--- config.mk ---
export PLATFORM = sky130hd
export DESIGN_NAME = gf2m_reduce_32
export DESIGN_NICKNAME = d
export VERILOG_FILES = /design/src/rtl/gf2m_reduce_32.sv
export SDC_FILE = /design/constraint.sdc
export NUM_CORES = 1
export LEC_CHECK = 0
export BUFFER_PORTS_ARGS = -buffer_cell sky130_fd_sc_hd__buf_2
export CORE_MARGIN = 1.5
export CORE_UTILIZATION = 50
export CTS_CLUSTER_DIAMETER = 120
export DETAILED_ROUTE_END_ITERATION = 7
export GPL_ROUTABILITY_DRIVEN = 0
export GPL_TIMING_DRIVEN = 0
export HOLD_SLACK_MARGIN = 0.02
export PLACE_DENSITY = 0.75
export REMOVE_ABC_BUFFERS = 1
export SLEW_MARGIN = 0
export SYNTH_ARGS = -nofsm -noshare
export SYNTH_HDL_FRONTEND = slang
export SYNTH_SLANG_ARGS = --single-unit
--- constraint.sdc ---
create_clock -name clk -period 3.1 [get_ports clk]
set_input_delay 0.31 -clock clk [delete_from_list [all_inputs] [get_ports clk]]
set_output_delay 0.31 -clock clk [all_outputs]
set_load 0.05 [all_outputs]
--- src/rtl/gf2m_reduce_32.sv ---
// Digit-serial reduction of a 63-bit carry-less product modulo a degree-32 irreducible f(x).
// DIGIT high-order coefficients are folded back into the lower bits each RUN cycle.
module gf2m_reduce_32 #(
  parameter int          M     = 32,
  parameter logic [31:0] POLY  = 32'h0040_0007,
  parameter int          DIGIT = 1
) (
  input  logic             clk,
  input  logic             rst_n,
  input  logic             in_valid,
  output logic             in_ready,
  input  logic [2*M-2:0]   in_data,
  output logic             out_valid,
  input  logic             out_ready,
  output logic [M-1:0]     out_data,
  output logic             busy
);

  localparam int W  = 2 * M - 1;
  localparam int N  = (M - 1 + DIGIT - 1) / DIGIT;
  localparam int KW = 6;
  // Full f(x) including the implied x^M term, aligned so bit M is the leading coefficient.
  localparam logic [W-1:0] FPOLY = {{(M - 2){1'b0}}, 1'b1, POLY[M-1:0]};

  typedef enum logic [1:0] {IDLE, RUN, DONE} state_t;

  state_t          state_reg;
  logic [W-1:0]    r_reg;
  logic [KW-1:0]   k_reg;
  logic [W-1:0]    chain_w [0:DIGIT];

  assign chain_w[0] = r_reg;

  // Each stage clears one leading coefficient and sees the result of the stage above it.
  genvar gi;
  generate
    for (gi = 0; gi < DIGIT; gi++) begin : g_digit
      logic [7:0] off_w;
      logic [5:0] pos_w;
      logic [4:0] sh_w;
      logic       hit_w;

      assign off_w = 8'(32'(k_reg) * DIGIT + gi);
      assign pos_w = 6'(W - 1 - 32'(off_w));
      assign sh_w  = 5'(M - 2 - 32'(off_w));
      assign hit_w = (32'(off_w) <= M - 2) && chain_w[gi][pos_w];
      assign chain_w[gi+1] = hit_w ? (chain_w[gi] ^ (FPOLY << sh_w)) : chain_w[gi];
    end
  endgenerate

  always_ff @(posedge clk or negedge rst_n) begin
    if (!rst_n) begin
      state_reg <= IDLE;
      r_reg     <= '0;
      k_reg     <= '0;
    end else begin
      unique case (state_reg)
        IDLE: begin
          if (in_valid) begin
            r_reg     <= in_data;
            k_reg     <= '0;
            state_reg <= RUN;
          end
        end
        RUN: begin
          r_reg <= chain_w[DIGIT];
          k_reg <= k_reg + 1'b1;
          if (k_reg == KW'(N - 1)) begin
            state_reg <= DONE;
          end
        end
        DONE: begin
          if (out_ready) begin
            state_reg <= IDLE;
          end
        end
        default: state_reg <= IDLE;
      endcase
    end
  end

  assign in_ready  = (state_reg == IDLE);
  assign out_valid = (state_reg == DONE);
  assign busy      = (state_reg != IDLE);
  assign out_data  = r_reg[M-1:0];

endmodule
== Word level (Yosys, flattened, before mapping) ==
Cells that the tools add are included.

* Register bits after elaboration: 71
* Output and inout bits: 35
* Word-level logic and storage cells: 35

* Add/subtract/negate cells: 3
* $lt $le $gt $ge: 2
* Equal/unequal tests: 7
* Shift operators: 1
* Multiplexer cells: 11
* Bitwise gates (word level): 1
* Reductions and logical operators: 7

{| class="wikitable"
|+ Operators by type and width
! operator !! count
|-
| $mux 63 || 2
|-
| $pmux 63 s2 || 1
|-
| $shl 33x5->63 const A || 1
|-
| $xor 63x63->63 || 1
|-
| $pmux 6 s2 || 1
|-
| $lt 6x7->1 const B || 1
|-
| $add 6x1->6 const B || 1
|-
| $bmux 1 s6 || 1
|-
| $eq 6x5->1 const B || 1
|-
| $le 6x5->1 const B || 1
|-
| $mux 2 || 3
|-
| $mux 6 || 1
|-
| $ne 2x2->1 const B || 3
|-
| $pmux 2 s3 || 1
|-
| $reduce_and 3->1 || 2
|-
| $sub 6x6->6 const A || 1
|-
| $sub 5x5->5 const A || 1
|-
| $reduce_bool 2->1 || 2
|-
| $eq 2x1->1 const B || 1
|-
| $eq 2x2->1 const B || 1
|-
| $logic_not 2->1 || 1
|-
| $ne 2x1->1 const B || 1
|-
| $reduce_and 2->1 || 1
|-
| $logic_and 1x1->1 || 1
|-
| $mux 1 || 1
|}

== Depth between registers and ports, before layout ==
Gate-level depths: netlist of run 1.

* Depth after elaboration: 6
* Gate-level depth with buffers: 15

== Worst setup path before layout of run 1 ==
OpenSTA, ideal clock, no wires.

* Path type: register to register
* Start: register k_reg[0]
* End: register r_reg[19]
* Library setup time: 0.122 ns
* Data arrival time: 2.889 ns
* Data required time: 2.978 ns
* Setup slack: 0.089 ns
* Stages on the path, launching flop included: 16
* Clock period less this slack: 3.011 ns
* Path through: dfrtp_1 buf_4 inv_1 ha_1 buf_6 buf_6 buf_4 mux2i_1 nor2_1 a311oi_1 o32ai_1 o31a_1 a21o_1 buf_4 buf_6 a32o_1

* Longest elaborated chain between the ends: 6
* Elaborated cells on any way between the ends: 12
* Those cells by class: add/sub (2); order compare (1); eq/ne (1); shift (1); mux (4); bitwise (1); reduce/logical (2)

{| class="wikitable"
|+ Ends and longest elaborated chain
! element !! RTL line !! source
|-
| start: declaration || 29 || <nowiki>logic [KW-1:0] k_reg;</nowiki>
|-
| start signal: assignment || 67 || <nowiki>k_reg <= k_reg + 1'b1;</nowiki>
|-
| $sub 6x6->6 || 44 || <nowiki>assign pos_w = 6'(W - 1 - 32'(off_w));</nowiki>
|-
| $bmux 1 s6 || 46 || <nowiki>assign hit_w = (32'(off_w) <= M - 2) && chain_w[gi][pos_w];</nowiki>
|-
| $mux 1 (not written as such) || 46 ||
|-
| $logic_and 1x1->1 || 46 ||
|-
| $ne 2x2->1 (no source line) || n/a ||
|-
| $reduce_and 3->1 (no source line) || n/a ||
|-
| end signal: assignment || 60 || <nowiki>r_reg <= in_data;</nowiki>
|-
| end signal: assignment || 66 || <nowiki>r_reg <= chain_w[DIGIT];</nowiki>
|-
| end: declaration || 28 || <nowiki>logic [W-1:0] r_reg;</nowiki>
|}

Parallel ways exist; a longest one is shown, timed or not. The select of a mux whose other input is x is not followed.
A chain may end at the register's enable or synchronous reset.

== Worst setup path after layout of run 1 ==
* Start: register k_reg[0]
* End: register r_reg[22]

Same word-level chain as after synthesis.

==> results of run 1 <==
## through the flow
step,cell area [um2],worst slack [ns],hold slack (ns),TNS [ns]
floorplan,5280,-2.31,0.0144,-131.67
global placement,5960,-4.76,0.490,-285.87
detailed placement,6070,-3.71,0.312,-219.86
CTS,6860,-0.0138,0.237,-0.0154
global route,7140,-0.182,0.255,-5.43
finish,7140,-0.162,0.240,-3.84
## layout make-up
| type | instances | area [um2] | area share |
|---|---|---|---|
| multi-input cells | 526 | 3790 | 0.531 |
| flip-flops and latches | 71 | 1780 | 0.250 |
| repair buffers | 144 | 1040 | 0.146 |
| clock buffers | 12 | 246 | 0.0345 |
| well taps | 143 | 179 | 0.0251 |
| inverters | 11 | 50.0 | 0.00701 |
| clock inverters | 4 | 45.0 | 0.00631 |
## critical path, cell delays in order, from the launching register on
cell        delay (ns)
dfrtp_4           0.48
clkinvlp_4        0.20
ha_4              0.34
buf_4             0.17
buf_4             0.16
mux2i_2           0.16
mux4_2            0.47
nand2_2           0.13
a41o_4            0.31
nand2b_2          0.33
o211ai_1          0.18
o2bb2ai_1         0.20
## what timing repair did
| action | CTS | global route |
|---|---|---|
| resized for setup | 39 | 13 |
| endpoints found under the setup margin | 65 | 63 |
| setup buffers | 23 | 12 |
| hold buffers | 1 | 0 |
| pin swaps | 9 | 14 |
| gates cloned | 9 | 5 |
| hold endpoints to repair | 35 | 0 |
## cell usage after synthesis (9+ instances only)
cell	instances
nand2_1	88
dfrtp_1	71
buf_4	43
nand3_1	37
o21ai_0	36
clkbuf_1	34
o211ai_1	34
a21oi_1	31
nor3_1	30
mux2i_1	26
nor2_1	25
o2bb2ai_1	24
a32o_1	23
a22o_1	17
a22oi_1	14
buf_2	13
inv_1	10
o22ai_1	10
o31ai_1	9
o41ai_1	9
## worst max-delay path by stage
stage | endpoint | cells after the start
2_1_floorplan | r_reg[27] | 9
3_3_place_gp | r_reg[41] | 9
3_5_place_dp | r_reg[59] | 9
4_1_cts | r_reg[52] | 9
5_1_grt | r_reg[22] | 11
6_report | r_reg[22] | 11
## layer usage
metal	GRT usage	vias up	wire, um
met5	0	-	0
met4	0.185	0	1420
met3	0.112	143	3300
met2	0.483	582	9400
met1	0.440	3134	8080
li1	-	2775	-
## cell families after synthesis
| group | Yosys count |
|---|---|
| buf+inv | 112 |
| mux | 36 |
| flops | 71 |
| simple gates | 210 |
| xor+xnor | 6 |
| compound gates | 255 |
| fa+ha+maj | 8 |
==> impl_metrics.csv, run 1 <==
group,metric,value,unit
drt,firstDrtPassIters,6,
drt,drtIter0Drc,1148,
outcome,outcome,"finished, violations left",
synthesis,synth.avg_cell_area,8.45,um2
final_layout,fill_cells,945,
placed_design,portBuffers,101,
sta,worst_pin_slew,1.44,ns
sta,worst_slack,-0.162,ns
placed_design,placedCellCount,845,
drt,routed_via_density,7.28,
sta,fin_crit,3.26,ns
synthesis,muxShareOfSynthArea,0.0747,
sta,relSlewSlack,0.0376,
grt,grt_start_max_net_pins,70,
final_layout,layout_common_cells,"buf_2 (100), nand2_1 (87), dfrtp_1 (68), nand3_1 (37), o21ai_0 (35)",
sta,hold_violations,0,
hold_path,worstHoldEndpoint,"r_reg[26]",
final_layout,drive_above_1_share,0.284,
grt,grt_use_total,0.334,
die,num_io_pins,102,
final_layout,syn_to_final_growth,21.1,%
hold_path,hold_class,"primary input to flop",
grt,antenna_found_initial,0,
critical_path,r2r-start,"k_reg[0]",
cts,root_buffer,"clkbuf_16",
cts,clockBufferDepth,2,
grt,overflow,0,
sta,finalSetupViolCount,57,
synthesis,yosys.area_share.simple,0.163,
critical_path,cp.arrival,3.49,ns
synthesis,synth_cell_types,56,
cts,cts_num_sinks,71,
critical_path,reg2reg_slack,-0.16,ns
synthesis,synth_compound_area_frac,0.322,
die,rows,39,
grt,grt_pass1_wl,32800,um
die,die_y,112,um
grt,grt_pass1_vias,6039,
die,dieArea,12500,um2
die,start_util,0.514,
synthesis,ys_ff_latch,71,
drt,wl,22200,um
sta,min_period_over_period,1.05,
sta,rsz0062_at_grt,"yes",
critical_path,rr_worst_depth,11,
synthesis,synth-edff-count,0,
final_layout,stdcell_count,911,
final_layout,largest_register_ffs,63,
critical_path,critPathRequiredTime,3.33,ns
drt,drc,0,
cts,clk_pin_slew,0.06,ns
critical_path,critPathKind,"flop to flop",
critical_path,cp-start-kind,"flop",
drt,avgRoutedWirePerCell,24.4,um
cts,clock_latency,0.36,ns
synthesis,synth_xor_area_frac,0.0102,
synthesis,synth-adder-area-share,0.0170,
cts,cts_buffers,9,
cts,h-tree-depth,3,
final_layout,final_nets,838,
critical_path,rr_endpoint,"r_reg[22]",
sta,worst_clock_skew,0.00851,ns
drt,ant_nets,0,
final_layout,utilization,0.622,
die,core_area,11500,um2
hold_path,hold_depth,3,
synthesis,yosysWarnings,0,
sta,maxSlewViolCount,0,
outcome,violations,"setup timing",
synthesis,synth.area.top_cells,"dfrtp_1 (30%), nand2_1 (5.6%), buf_4 (5.5%)",
placed_design,dpl.hpwl,11600,um
synthesis,syn_inst,698,
critical_path,startpoint,"k_reg[0]",
sta,maxClockFrequency,307,MHz
synthesis,synth_seq_area_share,0.301,
hold_path,min-delay-start,"in_data[26]",
cts,cts_tree,"done",
critical_path,cp-end-kind,"flop",
die,die_width,112,um
synthesis,yosysTopAreaCell,"dfrtp_1",
flow_run,drv_cap,0,
synthesis,syn-cell-area,5900,um2
synthesis,async_flop_share,1.00,
final_layout,antenna_cells,0,
synthesis,synthDominantCellAreaShare,0.301,
synthesis,ys.flop_type,"dfrtp_1",
final_layout,final_common_cell,"buf_2",
synthesis,synth_top_family_by_area,"compound AO/OA/AOI/OAI gates",
critical_path,worstPathMaxFanout,8,
drt,vias,6634,
Power of run 1 is not shown: default switching activity piles up to over one toggle a cycle in this logic, so the estimate is an artifact.
==> inputs of run 2 (changes only) <==
Settings changed: PLACE_DENSITY 0.75 to 0.72.
Clock period 3.1 ns to 3.4 ns, I/O delays scaled along.
==> run 2 against run 1 <==
Against the previous run:
- sequential share of layout area grew 1.5 points
- highest routed layer unchanged
- the flow now finishes without violations
- die area unchanged
- sequential cell count is the same
==> impl_metrics.csv, run 2 (synthesized netlist as in run 1, its figures left out) <==
group,metric,value,unit
cts,root_buffer,"clkbuf_16",
sta,finalSetupViolCount,0,
final_layout,layout_common_cells,"buf_2 (100), nand2_1 (88), dfrtp_1 (68), nand3_1 (37), o21ai_0 (36)",
final_layout,final_common_cell,"buf_2",
cts,cts_num_sinks,71,
final_layout,syn_to_final_growth,14.3,%
critical_path,rr_worst_depth,10,
critical_path,cpLargestDelayFamily,"compound AO/OA/AOI/OAI gates",
critical_path,worstPathMaxFanout,38,
die,num_io_pins,102,
critical_path,reg2reg_slack,0.08,ns
sta,worst_clock_skew,0.00625,ns
grt,grt_start_max_net_pins,63,
cts,cts_tree,"done",
final_layout,drive_above_1_share,0.242,
sta,relSlewSlack,0.112,
drt,wl,20200,um
grt,grt_pass1_vias,5903,
grt,grt_pass1_wl,32100,um
cts,clockBufferDepth,2,
die,core_area,11500,um2
critical_path,cp-end-kind,"flop",
sta,rsz0062_at_grt,"no",
sta,hold_violations,0,
sta,maxClockFrequency,301,MHz
critical_path,cpMaxStageDelayCell,"dfrtp_4",
final_layout,fill_cells,988,
drt,wl_met2,8910,um
critical_path,r2r-start,"k_reg[0]",
final_layout,seqCellArea,1780,um2
flow_run,drv_cap,0,
critical_path,critPathRequiredTime,3.63,ns
placed_design,dpl.hpwl,11800,um
critical_path,slowest_delay,0.48,ns
drt,ant_nets,0,
drt,routed.top_layer,"met4",
die,die_y,112,um
drt,drtIter0Drc,685,
drt,drc,0,
critical_path,critPathKind,"flop to flop",
hold_path,worstHoldEndpoint,"r_reg[5]",
grt,grt_use_total,0.325,
cts,cts_buffers,9,
final_layout,antenna_cells,0,
sta,maxSlewViolCount,0,
final_layout,fin_area,6740,um2
hold_path,min-delay-start,"in_data[5]",
final_layout,largest_register_ffs,63,
outcome,outcome,"completed",
drt,wl_met3,2450,um
die,dieArea,12500,um2
die,die_width,112,um
drt,firstDrtPassIters,6,
hold_path,hold_class,"primary input to flop",
critical_path,crit_chain,"clkinvlp_4 > ha_4 > mux2i_1 > nor2_1 > a311oi_1 > o32ai_2 > o31a_4 > buf_12 > a21o_4 > a32o_1",
grt,overflow,0,
placed_design,portBuffers,101,
final_layout,final_nets,810,
sta,fin_crit,3.32,ns
critical_path,cp-start-kind,"flop",
hold_path,hold_depth,3,
sta,min_period_over_period,0.977,
drt,wl_met1,7990,um
cts,clock_latency,0.35,ns
drt,vias,6122,
cts,h-tree-depth,3,
placed_design,postPlaceCellArea,6070,um2
sta,worst_pin_slew,1.33,ns
critical_path,cp.arrival,3.55,ns
die,rows,39,
drt,avgRoutedWirePerCell,22.9,um
critical_path,rr_endpoint,"r_reg[58]",
final_layout,stdcell_count,883,
drt,routed_via_density,6.93,
grt,antenna_found_initial,0,
die,start_util,0.514,
critical_path,critical_path_buf_inv_count,2,
placed_design,placedCellCount,845,
cts,clk_pin_slew,0.06,ns
final_layout,multi_input_area,3670,um2
[run 2: cell types whose count changed in the layout (fill, tap and decap cells not counted), sizes merged]
cell / previous run / this run
bufinv: 1 / 2
clkinv: 4 / 3
clkbuf: 15 / 12
buf: 140 / 121
nand2b: 8 / 5
a21o: 12 / 9
[run 2: through the flow]
step	hold WS (ns)	setup TNS (ns)	util	worst slack [ns]
after floorplan	0.0444	-112.77	-	-2.01
after global placement	0.491	-262.47	0.520	-4.40
after detailed placement	0.328	-196.72	0.529	-3.35
after CTS	0.265	0	0.584	0.0202
after global routing	0.277	0	0.588	0.00773
final	0.271	0	0.588	0.0783
[run 2: layer usage]
metal  track usage  up-vias
met2         0.487      467
met1         0.438     2862
li1              -     2714
met3        0.0909       79
met5             0        -
met4         0.153        0
[run 2: timing repair]
action,in CTS,in global routing
setup endpoints to repair,64,63
hold buffers,1,0
pin swaps,5,1
hold endpoints to repair,32,0
gates resized for setup,29,3
gates cloned,4,1
setup buffers,14,2
[run 2: layout make-up]
type                            instances  area share
Clock buffer                           12      0.0351
Inverter                               11     0.00743
Multi-Input combinational cell        520       0.545
Timing Repair Buffer                  122       0.111
Tap cell                              143      0.0266
Clock inverter                          4      0.0104
Sequential cell                        71       0.265
[run 2: worst max-delay path by stage]
stage,slack [ns],start,cells past startpoint,end
6_report,0.08,k_reg[0],10,r_reg[58]
5_1_grt,0.008,k_reg[0],9,r_reg[58]
4_1_cts,0.02,k_reg[0],11,r_reg[25]
3_5_place_dp,-3.35,k_reg[0],9,r_reg[59]
3_3_place_gp,-4.40,k_reg[0],9,r_reg[41]
2_1_floorplan,-2.01,k_reg[0],9,r_reg[27]
[run 2: worst min-delay path: cells and delay by family]
family          cells  cell delay [ns]
buf+inv             1             0.07
compound gates      2             0.17
Power of run 2 is left out for the same reason.
==> inputs of run 3 (changes only) <==
Settings changed: CORE_UTILIZATION 50 to 40, MAX_ROUTING_LAYER set to met4, PLACE_DENSITY 0.72 to not set, TNS_END_PERCENT set to 30.
==> run 3 against run 2 <==
Against the previous run:
- non-clock buffer count grew 17
- global-route usage shrank 4.1 points
- worst setup slack gained 0.018 ns
- sequential cell count is the same
- die area grew 24%
- register-to-register slack gained 0.02 ns
- wire length grew 9.1%
- critical path depth grew 1
- clock skew grew 0.0038 ns
==> impl_metrics.csv, run 3 (synthesized netlist as in run 1, its figures left out) <==
group,metric,value,unit
outcome,outcome,"completed",
critical_path,startpoint,"k_reg[1]",
critical_path,critPathKind,"flop to flop",
final_layout,layout_common_cells,"buf_2 (100), nand2_1 (88), dfrtp_1 (67), nand3_1 (36), o21ai_0 (35)",
final_layout,final_nets,829,
grt,grt_pass1_vias,6032,
grt,grt-busiest-layer,"met2",
cts,h-tree-depth,3,
sta,hold_violations,0,
drt,firstDrtPassIters,5,
cts,clockBufferDepth,2,
sta,fin_crit,3.30,ns
grt,grt_start_max_net_pins,69,
grt,met2_usage,0.427,
placed_design,postPlaceCellArea,6130,um2
cts,clock_latency,0.36,ns
sta,maxSlewViolCount,0,
sta,finalSetupViolCount,0,
die,die_y,124,um
final_layout,fin_area,6980,um2
die,rows,44,
drt,ant_nets,0,
placed_design,dpl_worst_slack,-3.59,ns
grt,grt_use_total,0.285,
final_layout,syn_to_final_growth,18.4,%
placed_design,dpl.hpwl,12500,um
die,die_width,124,um
sta,maxClockFrequency,303,MHz
sta,worst_clock_skew,0.0101,ns
hold_path,min-delay-start,"in_data[22]",
die,num_io_pins,102,
critical_path,cp-start-kind,"flop",
drt,drtIter0Drc,665,
critical_path,worstPathMaxFanout,11,
final_layout,final_common_cell,"buf_2",
critical_path,r2r-start,"k_reg[1]",
placed_design,portBuffers,101,
critical_path,cp-end-kind,"flop",
drt,wl,22000,um
drt,avgRoutedWirePerCell,23.4,um
cts,cts_buffers,9,
critical_path,critPathRequiredTime,3.65,ns
critical_path,cp.arrival,3.55,ns
grt,antenna_found_initial,0,
grt,grt_pass1_wl,33900,um
die,dieArea,15500,um2
cts,cts_tree,"done",
drt,vias,6278,
final_layout,largest_register_ffs,63,
drt,drc,0,
final_layout,drive_above_1_share,0.262,
grt,grtUsageMet3,0.0825,
die,start_util,0.407,
cts,root_buffer,"clkbuf_16",
final_layout,antenna_cells,0,
sta,relSlewSlack,0.135,
sta,worst_pin_slew,1.29,ns
sta,min_period_over_period,0.972,
sta,worst_slack,0.0967,ns
sta,rsz0062_at_grt,"no",
cts,clk_pin_slew,0.06,ns
hold_path,hold_class,"primary input to flop",
cts,cts_num_sinks,71,
die,core_area,14500,um2
final_layout,utilization,0.482,
grt,grt_util_met1,0.357,
drt,routed_via_density,6.66,
flow_run,drv_cap,0,
grt,overflow,0,
run 3: worst max-delay path, cell delays in order, from the launching register on:
cell,delay [ns]
dfrtp_2,0.48
ha_2,0.29
inv_1,0.11
ha_4,0.38
buf_4,0.17
mux4_2,0.52
o21ai_1,0.23
a41o_4,0.31
nand2b_4,0.15
buf_12,0.17
o211ai_1,0.10
a22o_1,0.28
run 3: worst paths after layout:
path / end / cells past startpoint / slack [ns]
min: r_reg[22] / 3 / 0.27
max reg2reg: r_reg[46] / 11 / 0.1
min in group asynchronous: r_reg[11] / 2 / 0.49
max: r_reg[46] / 11 / 0.1
min reg2reg: r_reg[55] / 1 / 0.52
max in group asynchronous: k_reg[1] / 3 / 2.31
run 3: repair_timing:
item | 4_1_cts | 5_1_grt
gates cloned | 5 | 2
hold buffers | 1 | 0
endpoints found under the setup margin | 65 | 63
hold endpoints to repair | 33 | 0
pin swaps | 5 | 5
setup buffers | 24 | 8
resized for setup | 30 | 9
run 3: metrics by stage:
stage	hold WS, ns	cells	TNS (ns)
2_1_floorplan	0.0444	597	-112.77
3_3_place_gp	0.490	882	-283.18
3_5_place_dp	0.329	887	-213.84
4_1_cts	0.271	933	0
5_1_grt	0.289	943	0
6_report	0.271	943	0
run 3: routing by layer:
layer,share of wire,wire (um)
met1,0.41,8980
met2,0.45,9850
met3,0.11,2370
met4,0.038,828
met5,0,0
run 3: cell type report:
| type | count | area (um2) |
|---|---|---|
| Tap cell | 184 | 230 |
| Clock buffer | 16 | 272 |
| Fill cell | 1406 | 7500 |
| Timing Repair Buffer | 139 | 918 |
| Inverter | 11 | 50.0 |
| Multi-Input combinational cell | 522 | 3730 |
| Sequential cell | 71 | 1780 |
Power of run 3 is left out for the same reason.
